### config.mk
export PLATFORM = sky130hd
export DESIGN_NAME = divider_ratio_detector
export DESIGN_NICKNAME = d
export VERILOG_FILES = /design/src/rtl/divider_ratio_detector_pkg.sv /design/src/rtl/divider_ratio_detector_edge_sync.sv /design/src/rtl/divider_ratio_detector.sv
export SDC_FILE = /design/constraint.sdc
export NUM_CORES = 1
export LEC_CHECK = 0
export BUFFER_PORTS_ARGS = -buffer_cell sky130_fd_sc_hd__buf_2
export CAP_MARGIN = 20
export CELL_PAD_IN_SITES_DETAIL_PLACEMENT = 1
export CELL_PAD_IN_SITES_GLOBAL_PLACEMENT = 2
export CORE_UTILIZATION = 25
export CTS_CLUSTER_DIAMETER = 40
export DETAILED_ROUTE_END_ITERATION = 10
export PLACE_DENSITY_LB_ADDON = 0.1
export SYNTH_ARGS = -nofsm -noshare
export SYNTH_HDL_FRONTEND = slang
export SYNTH_SLANG_ARGS = --single-unit
### constraint.sdc
create_clock -name clk -period 3.9 [get_ports clk]
set_clock_uncertainty 0.2 [all_clocks]
set_input_delay 0.39 -clock clk [delete_from_list [all_inputs] [get_ports clk]]
set_output_delay 0.39 -clock clk [all_outputs]
set_load 0.1 [all_outputs]
### src/rtl/divider_ratio_detector_pkg.sv
// Shared types and defaults for the divider ratio detector.
package divider_ratio_detector_pkg;

  localparam int unsigned CNT_W_DEFAULT = 8;

  typedef enum logic [1:0] {
    ST_IDLE    = 2'd0,
    ST_MEASURE = 2'd1,
    ST_LOCKED  = 2'd2
  } state_t;

endpackage

### src/rtl/divider_ratio_detector_edge_sync.sv
// Input synchronizer chain plus previous-sample flop; flags rising edges of the divided clock.
module divider_ratio_detector_edge_sync #(
  parameter int unsigned SYNC_STAGES = 1
) (
  input  logic clk,
  input  logic reset,
  input  logic din,
  output logic s,
  output logic rise_c
);

  logic [SYNC_STAGES-1:0] chain;
  logic                   s_d;

  always_ff @(posedge clk) begin
    if (!reset) begin
      chain <= '0;
      s_d   <= 1'b0;
    end else begin
      chain[0] <= din;
      for (int i = 1; i < int'(SYNC_STAGES); i++) begin
        chain[i] <= chain[i-1];
      end
      s_d <= chain[SYNC_STAGES-1];
    end
  end

  assign s      = chain[SYNC_STAGES-1];
  assign rise_c = s & ~s_d;

endmodule

### src/rtl/divider_ratio_detector.sv
// Measures period and high time of a divided clock in clk cycles, checks it against an
// expected ratio, tracks lock over repeated identical periods and flags a missing clock.
module divider_ratio_detector
  import divider_ratio_detector_pkg::*;
#(
  parameter int unsigned CNT_W       = CNT_W_DEFAULT,
  parameter int unsigned LOCK_COUNT  = 4,
  parameter int unsigned SYNC_STAGES = 1
) (
  input  logic             clk,
  input  logic             reset,
  input  logic             div_in,
  input  logic [CNT_W-1:0] expected,
  output logic [CNT_W-1:0] period_out,
  output logic [CNT_W-1:0] high_out,
  output logic             valid,
  output logic             mismatch,
  output logic             locked,
  output logic             timeout
);

  localparam logic [CNT_W-1:0] CNT_MAX  = {CNT_W{1'b1}};
  localparam logic [CNT_W-1:0] CNT_ONE  = CNT_W'(1);
  localparam logic [CNT_W-1:0] LOCK_TGT = CNT_W'(LOCK_COUNT - 1);

  logic s;
  logic rise_c;

  state_t           state, state_nx;
  logic [CNT_W-1:0] period_cnt, period_cnt_nx;
  logic [CNT_W-1:0] high_cnt, high_cnt_nx;
  logic [CNT_W-1:0] prev_period, prev_period_nx;
  logic [CNT_W-1:0] match_cnt, match_cnt_nx;
  logic             first, first_nx;
  logic [CNT_W-1:0] period_out_nx, high_out_nx;
  logic             valid_nx, mismatch_nx, locked_nx, timeout_nx;

  divider_ratio_detector_edge_sync #(
    .SYNC_STAGES(SYNC_STAGES)
  ) u_edge_sync (
    .clk   (clk),
    .reset (reset),
    .din   (div_in),
    .s     (s),
    .rise_c(rise_c)
  );

  always_ff @(posedge clk) begin
    if (!reset) begin
      state       <= ST_IDLE;
      period_cnt  <= '0;
      high_cnt    <= '0;
      prev_period <= '0;
      match_cnt   <= '0;
      first       <= 1'b0;
      period_out  <= '0;
      high_out    <= '0;
      valid       <= 1'b0;
      mismatch    <= 1'b0;
      locked      <= 1'b0;
      timeout     <= 1'b0;
    end else begin
      state       <= state_nx;
      period_cnt  <= period_cnt_nx;
      high_cnt    <= high_cnt_nx;
      prev_period <= prev_period_nx;
      match_cnt   <= match_cnt_nx;
      first       <= first_nx;
      period_out  <= period_out_nx;
      high_out    <= high_out_nx;
      valid       <= valid_nx;
      mismatch    <= mismatch_nx;
      locked      <= locked_nx;
      timeout     <= timeout_nx;
    end
  end

  always_comb begin
    state_nx       = state;
    period_cnt_nx  = period_cnt;
    high_cnt_nx    = high_cnt;
    prev_period_nx = prev_period;
    match_cnt_nx   = match_cnt;
    first_nx       = first;
    period_out_nx  = period_out;
    high_out_nx    = high_out;
    valid_nx       = 1'b0;
    mismatch_nx    = 1'b0;
    locked_nx      = locked;
    timeout_nx     = timeout;

    case (state)
      ST_IDLE: begin
        if (rise_c) begin
          period_cnt_nx = CNT_ONE;
          high_cnt_nx   = CNT_ONE;
          timeout_nx    = 1'b0;
          first_nx      = 1'b1;
          state_nx      = ST_MEASURE;
        end
      end

      ST_MEASURE, ST_LOCKED: begin
        if (rise_c) begin
          period_out_nx  = period_cnt;
          high_out_nx    = high_cnt;
          valid_nx       = 1'b1;
          mismatch_nx    = (period_cnt != expected);
          period_cnt_nx  = CNT_ONE;
          high_cnt_nx    = CNT_ONE;
          prev_period_nx = period_cnt;
          first_nx       = 1'b0;
          // The first period after IDLE has nothing to compare against.
          if (first || (period_cnt != prev_period)) begin
            match_cnt_nx = '0;
          end else if (match_cnt != LOCK_TGT) begin
            match_cnt_nx = match_cnt + CNT_ONE;
          end
          locked_nx = (match_cnt_nx == LOCK_TGT);
          state_nx  = locked_nx ? ST_LOCKED : ST_MEASURE;
        end else if (period_cnt == CNT_MAX) begin
          timeout_nx   = 1'b1;
          locked_nx    = 1'b0;
          match_cnt_nx = '0;
          state_nx     = ST_IDLE;
        end else begin
          period_cnt_nx = period_cnt + CNT_ONE;
          if (s && (high_cnt != CNT_MAX)) begin
            high_cnt_nx = high_cnt + CNT_ONE;
          end
        end
      end

      default: begin
        state_nx = ST_IDLE;
      end
    endcase
  end

endmodule

==> After elaboration in Yosys (flattened, before gate mapping) <==
Index checks and enable logic that the tools add are counted.
{ "word_totals": {"regBits": 49, "inputBits": 11, "output_inout_bits": 20} }
{ "classes": {"n_addsub": 3, "n_eq_ne": 15, "mux": 28, "bitwise": 2, "reduce_logical": 15} }
{ "op_table": {"columns": ["op", "n"], "rows": [
  ["8-bit two-way mux", 12],
  ["8-bit one-hot mux with 2 select lines", 2],
  ["8-bit by 1-bit adder with 8-bit output, second input constant", 3],
  ["8-bit inequality test", 2],
  ["3-bit inequality test, second input constant", 3],
  ["3-bit AND reduction", 3],
  ["8-bit by 2-bit == test with 1-bit output, second input constant", 1],
  ["8-bit == test, second input constant", 1],
  ["2-bit two-way mux", 4],
  ["2-bit inequality test, second input constant", 4],
  ["8-bit by 2-bit inequality test with 1-bit output, second input constant", 1],
  ["8-bit inequality test, second input constant", 1],
  ["2-bit AND reduction", 4],
  ["4-bit AND reduction", 2],
  ["1-bit two-way mux", 7],
  ["1-bit one-hot mux with 2 select lines", 2],
  ["2-bit one-hot mux with 2 select lines", 1],
  ["2-bit nonzero test", 2],
  ["2-bit by 1-bit == test with 1-bit output, second input constant", 1],
  ["2-bit == test, second input constant", 1],
  ["2-bit logical NOT", 1],
  ["2-bit OR reduction", 1],
  ["1-bit bitwise AND", 1],
  ["1-bit logical AND", 1],
  ["2 further kinds", 2]
]} }

==> Longest topological paths before layout <==
{ "logic_depth": {"word_depth": 9, "depth_mapped": 8, "depth_no_buf": 7} }

==> By module <==
A second synthesis with hierarchy kept.
{ "unflattened": {"cells_unflattened": 295, "hier_area_um2": 2528.7} }
{ "modules_own_cells": {"columns": ["mod", "instances", "cells_per_inst", "area_each_um2"], "rows": [
  ["divider_ratio_detector", 1, 290, 2462.4],
  ["divider_ratio_detector_edge_sync", 1, 5, 66.3]
]} }

==> Least setup slack after synthesis <==
OpenSTA, ideal clock, no wires.
{ "synth_path": {"kind": "flip-flop to flip-flop", "start": "register prev_period[1]", "end": "register match_cnt[4]", "setup_ns": 0.087, "t_arrival_ns": 1.982, "required_time_ns": 3.613, "slack_ns": 1.631, "stages_incl_launch_ff": 7, "n_path_buf": 1, "period_less_slack_ns": 2.269, "path_cell_list": "dfxtp_1 > xor2_1 > nor4_1 > and3_1 > buf_4 > nand3_2 > o31ai_1"} }
{ "synth_between": {"elab_chain_len": 6} }
{ "synth_lines": {"columns": ["element", "line", "rtl"], "rows": [
  ["start: declaration", "divider_ratio_detector.sv:32", "logic [CNT_W-1:0] prev_period, prev_period_nx;"],
  ["start signal: assignment", "divider_ratio_detector.sv:66", "prev_period <= prev_period_nx;"],
  ["8-bit inequality test", "divider_ratio_detector.sv:114", "if (first || (period_cnt != prev_period)) begin"],
  ["1-bit logical OR", "divider_ratio_detector.sv:114", null],
  ["8-bit two-way mux", "divider_ratio_detector.sv:114", null],
  ["8-bit two-way mux", "divider_ratio_detector.sv:104", "if (rise_c) begin"],
  ["8-bit two-way mux", "divider_ratio_detector.sv:92", "case (state)"],
  ["8-bit two-way mux", "divider_ratio_detector.sv:104", null],
  ["end signal: assignment", "divider_ratio_detector.sv:67", "match_cnt <= match_cnt_nx;"],
  ["end: declaration", "divider_ratio_detector.sv:33", "logic [CNT_W-1:0] match_cnt, match_cnt_nx;"]
]} }
No other way between the ends. The select of a mux whose other input is x is not followed.
A chain may end at the register's enable or synchronous reset.

==> Final worst setup path <==
{ "layout_path": {"start": "register state[0]", "end": "register high_cnt[0]"} }
{ "layout_between": {"elab_chain_len": 4, "elab_cells_between_ends": 10, "classes_between": "5 x eq/ne; 1 x mux; 4 x reduce/logical"} }
{ "layout_lines": {"columns": ["element", "line", "rtl"], "rows": [
  ["start: declaration", "divider_ratio_detector.sv:29", "state_t state, state_nx;"],
  ["start signal: assignment", "divider_ratio_detector.sv:63", "state <= state_nx;"],
  ["2-bit by 1-bit == test with 1-bit output or 2-bit == test (tied branches)", "divider_ratio_detector.sv:92", null],
  ["2-bit OR reduction", "divider_ratio_detector.sv:92", null],
  ["3-bit inequality test (no line) or 2-bit nonzero test (tied branches)", null, null],
  ["4-bit AND reduction (no line)", null, null],
  ["end signal: assignment", "divider_ratio_detector.sv:65", "high_cnt <= high_cnt_nx;"],
  ["end: declaration", "divider_ratio_detector.sv:31", "logic [CNT_W-1:0] high_cnt, high_cnt_nx;"]
]} }
Several ways; a longest one is shown, not always the timed one.

==> flow_summary.ini <==
[sta]
setup_tns_ps = 0
fmax_mhz = 349
rsz0062_at_grt = false
setup_viol = 0
setup_ws_ps = 1030
worst_pin_slew_ps = 815
period_share_pct = 73.5
hold_violations = 0
post-route-min-period_ps = 2870
slew_viol_final = 0
holdWs_ps = 85.6
slew_headroom_pct = 45.6

[yosys]
synth_compound_area_share_pct = 20.0
syn-instance-count = 316
synth_edf_count = 0
yosys_warnings = 0
synth_seq_cells = 49
synth_top_area_cell = dfxtp_1
syn_nets = 332
async_reset_ff_share_pct = 0
synth_top_family_by_area = simple AND/OR/NAND/NOR gates
synthTopCellsByArea = dfxtp_1, xor2_1, nand2_1
synth_xor_area_share_pct = 7.81
synth_fa_ha_area_share_pct = 2.43
yosysUniqueCellTypes = 53
syn-cell-area_um2 = 2580
synth_area_per_cell_um2 = 8.16
synth.area.mux_share_pct = 0.776
synth_top_area_share_pct = 38.0
synth-main-ff-cell = dfxtp_1
synth_seq_area_share_pct = 38.0
synth-simple-area-share_pct = 25.6

[floorplan]
die_h_um = 104
initial_core_util_pct = 26.1
ios = 31
die_w_um = 104
core-area_um2 = 9860
num_rows = 36
dieArea_um2 = 10700

[final_layout]
final_nets = 350
multi_input_area_um2 = 1460
syn2layout_area_growth_pct = 14.0
seq_area_um2 = 981
mostFrequentLayoutCells = dfxtp_1, nand2_1, buf_2
final_common_cell = dfxtp_1
fillers = 1173
drive_gt1_share_pct = 14.9
final_util_pct = 29.8
fin_cells = 468
diodes = 0

[route]
remaining_drc_errors = 0
vias = 2342
drt-initial-drc-count = 36
via_per_inst = 5.00
wl_per_cell_um = 16.0
first_pass_iters = 4
ant_nets = 0
routed_wl_mm = 7.47

[job]
drv_cap = 0

[clocking]
post_cts_resize_count = 0
cts_buffers = 5
htree_levels = 2
clockRootBuffer = clkbuf_8
insertion_delay_ps = 310
clkTransAtPathRegs_ps = 100
cts_sinks = 49
tritoncts = yes
hold_buffers = 0
clk_path_buf_depth = 2
postCtsSetupRepairBufs = 0

[place]
io_buffers = 30
dp_hpwl_mm = 5.26
dp_worst_setup_slack_ps = 1060
gp_congestion = 0.718
place_inst = 460

[status]
status = finished, final reports clean

[grt]
grtUsageTotal_pct = 14.5
grt_pass1_vias = 2327
grt_pass1_wl_mm = 12.5
grt_start_max_net_pins = 23
antenna_found_initial = 0
grt.overflow.total = 0

[pwr]
power_leakage_nw = 1.16
pwr_density_cell_nw_per_um2 = 391
vdd_drop_max_mv = 0.156

[setup_path]
worst_ep_arrival_time_ps = 2880
critPathMaxFanout = 14
startpoint_type = flop
end_kind = flop
rr_worst_depth = 6
required_ps = 3910
crit_type = reg2reg

[worst_hold_path]
whs_path_depth = 2
hold_class = in2reg
==> state kept, by name, indices dropped and copies added (netlist names) <==
name             flops
locked               1
high_out             8
state                2
timeout              1
prev_period          8
period_cnt           8
u_edge_sync.s        1
mismatch             1
match_cnt            8
high_cnt             8
first                1
u_edge_sync.s_d      1
valid                1
==> kinds of logic (layout without fill, tap and decap cells) <==
| group | Yosys count | after routing |
|---|---|---|
| muxes | 2 | 2 |
| and+or+nand+nor | 129 | 129 |
| AOI/OAI and AO/OA | 79 | 79 |
| xor gates and xnor gates | 23 | 23 |
| buffers and inverters | 29 | 48 |
| DFF | 49 | 49 |
| adders and majority gates | 5 | 5 |
==> cells in the mapped netlist (3+ instances only) <==
cell type,instances
nand3_1,8
inv_1,7
nand2_1,48
nand4_1,10
clkbuf_1,6
nand2b_1,3
o211ai_1,7
nor4_1,4
and2_1,6
buf_2,11
and3_1,9
dfxtp_1,49
o21ai_0,14
or3_1,3
ha_1,5
nor2_1,14
xor2_1,23
a31oi_1,9
a21oi_1,24
or4_1,3
nor3_1,9
==> power by group <==
group	internal, mW	switching, mW
registers	0.511	0.0181
logic	0.0544	0.123
clock network	0.255	0.189
total	0.821	0.330
==> layer usage <==
metal	vias up	track usage [%]	routed length (um)	part of all wire, %
li1	1162	-	-	-
met1	1148	19.6	3820	51
met2	28	23.3	3360	45
met3	4	2.83	219	2.9
met4	0	3.93	68	0.91
met5	-	0	0	0
==> worst max-delay path, stage by stage (launching register included) <==
cell,delay (ps)
dfxtp_1,400
inv_1,100
ha_1,520
and2_1,460
a21boi_1,730
o21ai_0,200
o211a_1,160
==> through the flow <==
step	area, um2	total power [mW]
4_1_cts	2940	1.17
6_report	2940	1.15
3_5_place_dp	2810	0.720
2_1_floorplan	2580	0.671
5_1_grt	2940	1.21
3_3_place_gp	2810	0.721
==> area by class of cell <==
type | count | share of cell area [%]
tap | 133 | 5.66
multi-input combinational | 238 | 49.7
timing repair buffer | 33 | 5.87
clock inverter | 3 | 2.21
sequential | 49 | 33.4
inverter | 7 | 0.894
clock buffer | 5 | 2.34
==> worst paths after layout <==
check	endpoint	slack (ps)	from
worst min register to register	high_out[2]	260	high_out[2]
worst min-delay path	u_edge_sync.s	90	div_in
worst max register to register	high_cnt[0]	1030	state[0]
worst max-delay path	high_cnt[0]	1030	state[0]
(Power assumes the default switching activity.)
